[config.mk]
export PLATFORM = sky130hd
export DESIGN_NAME = apb_rr_master
export DESIGN_NICKNAME = d
export VERILOG_FILES = /design/src/rtl/apb_arb_pkg.sv /design/src/rtl/rr_arbiter.sv /design/src/rtl/apb_rr_master.sv
export SDC_FILE = /design/constraint.sdc
export NUM_CORES = 1
export LEC_CHECK = 0
export BUFFER_PORTS_ARGS = -buffer_cell sky130_fd_sc_hd__buf_2
export CORE_AREA = 2 2 163 165
export CTS_BUF_LIST = sky130_fd_sc_hd__clkbuf_8
export DETAILED_ROUTE_END_ITERATION = 6
export DIE_AREA = 0 0 165 167
export GPL_ROUTABILITY_DRIVEN = 0
export PLACE_DENSITY = 0.53
export SYNTH_ARGS = -nofsm -noshare
export SYNTH_HDL_FRONTEND = slang
export SYNTH_SLANG_ARGS = --single-unit
[constraint.sdc]
create_clock -name PCLK -period 3.72 [get_ports PCLK]
set_input_delay 0.558 -clock PCLK [delete_from_list [all_inputs] [get_ports PCLK]]
set_output_delay 0.558 -clock PCLK [all_outputs]
set_load 0.02 [all_outputs]
[src/rtl/apb_arb_pkg.sv]
// Shared types and constants for the round-robin APB3 master.
package apb_arb_pkg;

  typedef enum logic [1:0] {
    IDLE   = 2'd0,
    SETUP  = 2'd1,
    ACCESS = 2'd2
  } state_e;

  localparam int APB_AW     = 32;
  localparam int APB_DW     = 32;
  localparam int PSEL_SLOTS = 16;

endpackage

[src/rtl/rr_arbiter.sv]
// Combinational masked round-robin grant: requesters above the last-granted
// index win first, otherwise the search wraps to the lowest requester.
module rr_arbiter #(
  parameter int NREQ = 4,
  parameter int IW   = $clog2(NREQ)
) (
  input  logic [NREQ-1:0] req_i,
  input  logic [IW-1:0]   last_i,
  output logic            valid_o,
  output logic [IW-1:0]   idx_o
);

  logic [NREQ-1:0] hi_mask;
  logic [NREQ-1:0] masked;
  logic            found;

  always_comb begin
    hi_mask = '0;
    for (int i = 0; i < NREQ; i++) begin
      hi_mask[i] = (i > int'(last_i));
    end
    masked  = req_i & hi_mask;
    valid_o = |req_i;
    idx_o   = '0;
    found   = 1'b0;
    for (int i = 0; i < NREQ; i++) begin
      if (!found && masked[i]) begin
        idx_o = IW'(i);
        found = 1'b1;
      end
    end
    for (int i = 0; i < NREQ; i++) begin
      if (!found && req_i[i]) begin
        idx_o = IW'(i);
        found = 1'b1;
      end
    end
  end

endmodule

[src/rtl/apb_rr_master.sv]
// Shares one APB3 master port between NREQ single-transfer requesters,
// granting round-robin and completing with wait-state and timeout handling.
//
// state  | meaning
// IDLE   | arbitrate over REQ & ~DONE; DONE pulse of previous transfer is here
// SETUP  | PSEL asserted for the latched slot, PENABLE low
// ACCESS | PENABLE high; wait for PREADY or wait-counter timeout
module apb_rr_master
  import apb_arb_pkg::*;
#(
  parameter int NREQ     = 4,
  parameter int TIMEOUT  = 255,
  parameter int SLOT_LSB = 24
) (
  input  logic                   PCLK,
  input  logic                   PRESETN,
  input  logic [NREQ-1:0]        REQ,
  input  logic [NREQ-1:0]        REQ_WRITE,
  input  logic [NREQ*APB_AW-1:0] REQ_ADDR,
  input  logic [NREQ*APB_DW-1:0] REQ_WDATA,
  output logic [NREQ-1:0]        DONE,
  output logic [APB_DW-1:0]      RSP_RDATA,
  output logic                   RSP_ERR,
  output logic                   BUSY,
  output logic [APB_AW-1:0]      PADDR,
  output logic [PSEL_SLOTS-1:0]  PSEL,
  output logic                   PENABLE,
  output logic                   PWRITE,
  output logic [APB_DW-1:0]      PWDATA,
  input  logic [APB_DW-1:0]      PRDATA,
  input  logic                   PREADY,
  input  logic                   PSLVERR
);

  localparam int IW = $clog2(NREQ);
  // A disabled timeout still needs a 1-bit counter to keep widths legal.
  localparam int CW = (TIMEOUT > 0) ? $clog2(TIMEOUT + 1) : 1;

  state_e              state_q, state_d;
  logic [IW-1:0]       idx_q, idx_d;
  logic [IW-1:0]       last_q, last_d;
  logic [APB_AW-1:0]   addr_q, addr_d;
  logic                write_q, write_d;
  logic [APB_DW-1:0]   wdata_q, wdata_d;
  logic [CW-1:0]       wait_q, wait_d;
  logic [NREQ-1:0]     done_q, done_d;
  logic [APB_DW-1:0]   rdata_q, rdata_d;
  logic                err_q, err_d;

  logic                arb_valid;
  logic [IW-1:0]       arb_idx;
  logic [3:0]          slot;

  rr_arbiter #(.NREQ(NREQ), .IW(IW)) u_arb (
    .req_i   (REQ & ~done_q),
    .last_i  (last_q),
    .valid_o (arb_valid),
    .idx_o   (arb_idx)
  );

  always_comb begin
    state_d = state_q;
    idx_d   = idx_q;
    last_d  = last_q;
    addr_d  = addr_q;
    write_d = write_q;
    wdata_d = wdata_q;
    wait_d  = wait_q;
    done_d  = '0;
    rdata_d = rdata_q;
    err_d   = err_q;
    case (state_q)
      IDLE: begin
        if (arb_valid) begin
          idx_d   = arb_idx;
          last_d  = arb_idx;
          addr_d  = REQ_ADDR[int'(arb_idx)*APB_AW +: APB_AW];
          write_d = REQ_WRITE[arb_idx];
          wdata_d = REQ_WDATA[int'(arb_idx)*APB_DW +: APB_DW];
          state_d = SETUP;
        end
      end
      SETUP: begin
        wait_d  = '0;
        state_d = ACCESS;
      end
      ACCESS: begin
        if (PREADY) begin
          rdata_d        = PRDATA;
          err_d          = PSLVERR;
          done_d[idx_q]  = 1'b1;
          state_d        = IDLE;
        end else if ((TIMEOUT != 0) && (wait_q == CW'(TIMEOUT))) begin
          rdata_d        = '0;
          err_d          = 1'b1;
          done_d[idx_q]  = 1'b1;
          state_d        = IDLE;
        end else if (wait_q != {CW{1'b1}}) begin
          wait_d = wait_q + 1'b1;
        end
      end
      default: state_d = IDLE;
    endcase
  end

  always_ff @(posedge PCLK or negedge PRESETN) begin
    if (!PRESETN) begin
      state_q <= IDLE;
      idx_q   <= '0;
      last_q  <= IW'(NREQ - 1);
      addr_q  <= '0;
      write_q <= 1'b0;
      wdata_q <= '0;
      wait_q  <= '0;
      done_q  <= '0;
      rdata_q <= '0;
      err_q   <= 1'b0;
    end else begin
      state_q <= state_d;
      idx_q   <= idx_d;
      last_q  <= last_d;
      addr_q  <= addr_d;
      write_q <= write_d;
      wdata_q <= wdata_d;
      wait_q  <= wait_d;
      done_q  <= done_d;
      rdata_q <= rdata_d;
      err_q   <= err_d;
    end
  end

  // PSEL/PENABLE decode straight from the state register so reset drops them at once.
  assign slot      = addr_q[SLOT_LSB +: 4];
  assign PSEL      = (state_q != IDLE) ? (PSEL_SLOTS'(1) << slot) : '0;
  assign PENABLE   = (state_q == ACCESS);
  assign PADDR     = addr_q;
  assign PWRITE    = write_q;
  assign PWDATA    = wdata_q;
  assign DONE      = done_q;
  assign RSP_RDATA = rdata_q;
  assign RSP_ERR   = err_q;
  assign BUSY      = (state_q != IDLE);

endmodule

==> results of run 1 <==
==> logic make-up (layout without fill, tap and decap cells) <==
group	count (synthesis)	in the layout	share of synthesized area, %
muxes	132	132	19.15
and+or+nand+nor	198	198	15.45
other	0	1	0
AOI/OAI and AO/OA	130	130	18.08
adders and majority gates	2	2	0.3261
buffers and inverters	63	472	4.927
DFF	116	116	42.07
==> placed cells by master (no fill, tap or decap), types with 3 or more instances in the layout <==
| cell | synthesis | layout |
|---|---|---|
| o311ai_0 | 3 | 3 |
| inv_1 | 7 | 7 |
| nand2_1 | 44 | 44 |
| dfrtp_1 | 114 | 114 |
| mux2i_1 | 131 | 131 |
| clkinv_8 | 0 | 4 |
| nor3_1 | 7 | 6 |
| a221oi_2 | 29 | 29 |
| buf_2 | 5 | 418 |
| o211ai_1 | 32 | 32 |
| nor3b_1 | 64 | 64 |
| clkbuf_8 | 0 | 17 |
| a22o_1 | 32 | 32 |
| a2bb2oi_1 | 3 | 3 |
| a21oi_1 | 5 | 5 |
| a221oi_1 | 6 | 6 |
| inv_8 | 0 | 7 |
| a21o_1 | 4 | 4 |
| o21ai_0 | 7 | 7 |
| buf_12 | 0 | 4 |
| nor2_1 | 55 | 55 |
| buf_4 | 5 | 10 |
| nor2b_1 | 4 | 4 |
| nand2b_1 | 3 | 3 |
| nand3_1 | 5 | 5 |
| or3_1 | 3 | 3 |
==> worst reg2reg max path, delay by kind of cell, from the launching register on <==
kind                     cells  cell delay, ps
multiplexers                 1             370
flip-flops                   1             420
AO/OA/AOI/OAI                2             550
AND/OR/NAND/NOR              1             220
adder cells (fa/ha/maj)      1             410
buffers and inverters        1             400
==> state kept, by name, indices dropped and copies added (netlist names) <==
register   cells
PADDR         32
PWDATA        32
RSP_RDATA     32
wait_q         8
DONE           4
idx_q          2
last_q         2
state_q        2
PWRITE         1
RSP_ERR        1
==> worst paths after layout <==
kind	to
min	RSP_RDATA[22]$_DFFE_PN0P_
max in group asynchronous	PWDATA[24]$_DFFE_PN0P_
min in group PCLK	RSP_RDATA[21]$_DFFE_PN0P_
min reg2reg	RSP_RDATA[3]$_DFFE_PN0P_
max reg2reg	PWDATA[2]$_DFFE_PN0P_
max	PSEL[8]
==> where the power goes <==
part	switching, uW	total [uW]	internal (uW)
Combinational	2610	4300	1690
Sequential	357	2190	1840
Clock	695	1210	518
==> layout make-up <==
class                      instances  area [um2]
timing repair buffer             432        2247
multi-input combinational        462        3684
sequential                       116        2905
inverter                           8       30.03
fill                            2639       16060
clock inverter                    15       177.7
antenna                            1       2.502
tap                              335       419.2
clock buffer                      17       234.0
==> metal layers <==
layer,part of all wire (%),global-route usage [%],vias up
met5,0.20,0,-
met4,1.8,4.991,6
met3,7.9,4.732,27
met2,50,28.51,279
met1,40,19.61,3028
li1,-,-,3196
==> stage by stage <==
stage	setup WS, ps	hold WS, ps
after floorplan	1500	262.4
after global placement	966.3	484.7
after detailed placement	935.0	485.2
after CTS	939.3	160.3
after global routing	828.8	174.9
final	1024	147.6
==> metrics.md, run 1 <==
| Metric | Value |
|---|---|
| Slew Viols, Final | 0 |
| Post-synth top cells | mux2i_1, dfrtp_1, nor3b_1 |
| Initial Utilization | 26.81% |
| Die ar. | 27,560 um2 |
| Element type at the critical path start | register |
| Count leader, synth | mux2i_1 |
| Max Fclk | 370.9 MHz |
| CTS Hold Buffers Added | 0 |
| Setup crit start | state_q[1]$_DFFE_PN0P_ |
| Maxcap violations | 0 |
| Antenna Nets Post-Route | 0 |
| Peak supply drop | 0.0003438 V |
| Clock Skew | 22.33 ps |
| CP delay by family, top | simple AND/OR/NAND/NOR gates |
| Finished Layout Cells | 1,386 |
| Sequential share of the synthesized area | 42.07% |
| Post-CTS Setup Inserts | 0 |
| Synth warn | 0 |
| Row count | 59 |
| Worst flop-to-flop path startpoint | DONE[3]$_DFF_PN0_ |
| Worst EP required | 3160 ps |
| Final core utilization | 37.65% |
| Critical path arrival | 2140 ps |
| CP Cell Sequence | nor2_1 -> inv_1 -> nand3b_1 -> nor3_1 -> buf_2 |
| Number of synthesized flops with an enable pin | 0 |
| Initial drt markers | 251 |
| Placed cell count | 1,353 |
| R2R setup slack | 1180 ps |
| GRT Util Overall | 16.47% |
| Final Hold Fails | 0 |
| Vias/cell | 4.716 |
| Slew HR | 47.91% |
| Max FO, Critical Path | 13 |
| Clock Path Buffers | 2 |
| Sink Count | 116 |
| CP Capture Type | output pin |
| Synthesis-to-layout area growth | 40.43% |
| Design Area, Final | 9699 um2 |
| Post-cts resize count | 0 |
| Hold Crit Class | in2async |
| DPL Wire Length | 17,390 um |
| Area after DPL | 9285 um2 |
| Post-synth top area share | 41.30% |
| Synthesized instance count | 641 |
| Mapped cell area | 6907 um2 |
| FF+latch count, synth | 116 |
| Synthesized Nets | 942 |
| Initial antenna violation count | 4 |
| WP buf/inv | 2 |
| Yosys top cell by area | dfrtp_1 |
| Remaining Overflow, GRT | 0 |
| Setup CP Type | reg2out |
| Fraction of layout cells with a size suffix above 1 | 48.19% |
| Wire per inst | 17.08 um |
| Worst-margin pin slew | 781.4 ps |
| Chip width | 165 um |
| Fin crit share | 72.47% |
| Vias in the first global route | 6,514 |
| Layout net count | 1,338 |
| I/O pins | 420 |
| Yosys cell types | 50 |
| H-tree levels | 4 |
| Worst reg2reg path depth | 6 |
| Residual DRC | 0 |
| PwrDens | 794.8 nW/um2 |
| RSZ-0062 raised after global routing | false |
| Final wirelength | 23,670 um |
| Pleak | 0.004819 uW |
| Number of port buffers | 419 |
| Setup violators final | 0 |
| Global-route wire length before repair | 35,180 um |
| Pin count of the biggest net entering global routing | 64 |
| Status | finished clean |
| Largest cells by area after synthesis | dfrtp_1, mux2i_1, nor3b_1, a221oi_2, a22o_1 |
| Mean Syn Cell Area | 10.77 um2 |
| Via count | 6,536 |
| Worst-path clk slew | 100 ps |
| CP max stage delay | 540 ps |
| Ys flop type | dfrtp_1 |
| CP max stage cell | dfrtp_1 |
| Final TNS setup | 0 ps |
| Fraction of registers with async set/reset | 100.0% |
| Core Region | 25,760 um2 |
| Overall power | 7709 uW |
| Min Tclk post-route | 2696 ps |
| Clock Tree Root | clkbuf_8 |
| CP Depth | 5 |
| Skew-Pair Late Insertion Delay | 440 ps |
| First drt pass iteration count | 4 |
| Die Ht | 167 um |
| TritonCTS clock tree | built |
| Cts bufs inserted | 17 |
Power figures use the tool's default switching activity.
==> run 2, diff against run 1 <==
CORE_AREA = 2 2 165 167   (was 2 2 163 165)
DIE_AREA = 0 0 167 169   (was 0 0 165 167)
PLACE_DENSITY = 0.52   (was 0.53)
clock period = 2.7 ns   (was 3.72 ns; I/O delays follow)
==> metrics.md, run 2 (synthesis results as in run 1) <==
| Metric | Value |
|---|---|
| Status | finished clean |
| Die ar. | 28,220 um2 |
| Via count | 6,682 |
| Sink Count | 116 |
| Remaining Overflow, GRT | 0 |
| Peak supply drop | 0.0005187 V |
| Clock Path Buffers | 2 |
| Initial drt markers | 330 |
| Min Tclk post-route | 2424 ps |
| Post-CTS Setup Inserts | 0 |
| FF/Latch Area | 2905 um2 |
| Worst-margin pin slew | 661.8 ps |
| Antenna Nets Post-Route | 0 |
| Skew-Pair Late Insertion Delay | 450 ps |
| Clock Tree Root | clkbuf_8 |
| Finished Layout Cells | 1,410 |
| Max FO, Critical Path | 29 |
| Initial antenna violation count | 5 |
| Maxcap violations | 0 |
| Clock Skew | 24.22 ps |
| Total internal power | 5859 uW |
| DPL Wire Length | 18,490 um |
| Worst hold slack | 162.3 ps |
| Global-route wire length before repair | 37,540 um |
| Fraction of layout cells with a size suffix above 1 | 49.02% |
| Chip width | 167 um |
| R2R setup slack | 280 ps |
| Cts bufs inserted | 17 |
| Worst reg2reg path depth | 7 |
| Clock power frac | 15.9% |
| Setup CP Type | reg2reg |
| Vias in the first global route | 6,586 |
| Sw Ratio | 46.72% |
| Vias/cell | 4.739 |
| Fin worst setup slack | 276.2 ps |
| Final Hold Fails | 0 |
| Wire per inst | 17.57 um |
| FILL cells | 2,733 |
| Slew Viols, Final | 0 |
| Initial Utilization | 26.06% |
| H-tree levels | 4 |
| Psw | 5137 uW |
| Hold Crit Class | in2reg |
| Fin crit share | 89.77% |
| Slew HR | 55.88% |
| Worst flop-to-flop path startpoint | last_q[0]$_DFFE_PN1P_ |
| Multi-input logic area | 3686 um2 |
| Pleak | 0.004923 uW |
| First drt pass iteration count | 4 |
| Most frequent cells in the layout | buf_2, mux2i_1, dfrtp_1 |
| Commonest non-fill, non-tap cell in the layout | buf_2 |
| Residual DRC | 0 |
| GRT Util Overall | 16.91% |
| Critical path arrival | 2740 ps |
| Synthesis-to-layout area growth | 43.48% |
| Comb pwr share | 56.5% |
| Hold Crit Endpoint | RSP_RDATA[6]$_DFFE_PN0P_ |
| Worst EP required | 3010 ps |
| PwrDens | 1110 nW/um2 |
| Setup violators final | 0 |
| Final wirelength | 24,770 um |
| Row count | 60 |
| Hold Path Origin | PRDATA[6] |
| Final TNS setup | 0 ps |
| Worst-path clk slew | 110 ps |
| Core Region | 26,500 um2 |
| CP Capture Type | register |
| Pin count of the biggest net entering global routing | 70 |
| Sequential group share of total power | 27.6% |
| Hold path cells | 2 |
| Reg2reg end | PWDATA[0]$_DFFE_PN0P_ |
| Max Fclk | 412.6 MHz |
| Number of port buffers | 419 |
| Element type at the critical path start | register |
| Post-Place Setup Slack | -48.95 ps |
| Final core utilization | 37.39% |
| Layout net count | 1,355 |
| I/O pins | 420 |
| Placed cell count | 1,375 |
| RSZ-0062 raised after global routing | false |
| TritonCTS clock tree | built |
| Die Ht | 169 um |
run 2: how the worst max path moves through the flow:
stage	start	to	slack, ps	cells past startpoint
finish	last_q[0]$_DFFE_PN1P_	PWDATA[0]$_DFFE_PN0P_	280	7
floorplan	DONE[3]$_DFF_PN0_	PADDR[0]$_DFFE_PN0P_	480	7
global placement	REQ[0]	PWDATA[0]$_DFFE_PN0P_	-20	8
detailed placement	REQ[0]	PWDATA[0]$_DFFE_PN0P_	-50	8
CTS	DONE[0]$_DFF_PN0_	PWDATA[0]$_DFFE_PN0P_	70	7
global route	DONE[3]$_DFF_PN0_	PWDATA[0]$_DFFE_PN0P_	110	7
run 2: final cells by class:
class / instances / area share [%]
Inverter: 8 / 0.3030
Antenna cell: 2 / 0.05051
Clock buffer: 17 / 2.361
Sequential cell: 116 / 29.32
Tap cell: 341 / 4.306
Timing Repair Buffer: 449 / 24.62
Clock inverter: 15 / 1.843
Multi-Input combinational cell: 462 / 37.20
run 2: metrics by stage:
stage / power [uW] / area (um2)
finish: 11000 / 9910
CTS: 11190 / 9902
detailed placement: 9357 / 9475
global placement: 9323 / 9475
floorplan: 7287 / 6907
global route: 11780 / 9910
run 2: worst max-delay path, cell delays in order, from the launching register on:
cell	delay [ps]
dfstp_2	410
or3b_4	430
o2bb2ai_1	180
a221oi_4	330
buf_12	290
buf_12	190
mux2i_1	330
a221oi_1	120
run 2: timing repair:
action | 4_1_cts | 5_1_grt
hold buffers | 1 | 0
resized for setup | 0 | 1
endpoints found under the setup margin | 0 | 1
endpoints found under the hold margin | 21 | 0
run 2: routing by layer:
layer	global-route usage (%)	part of all wire, %	vias to the layer above
met1	20.37	41	3158
met3	4.770	6.6	21
met4	4.460	1.3	6
met2	29.67	51	253
met5	0	0.10	-
li1	-	-	3244
run 2: power groups by stage:
stage               Sequential [uW]  Combinational, uW  Clock [uW]
floorplan                      3840               3450           0
global placement               3060               6260           0
detailed placement             3050               6310           0
CTS                            3040               6300        1850
global route                   3140               6730        1920
finish                         3030               6220        1750
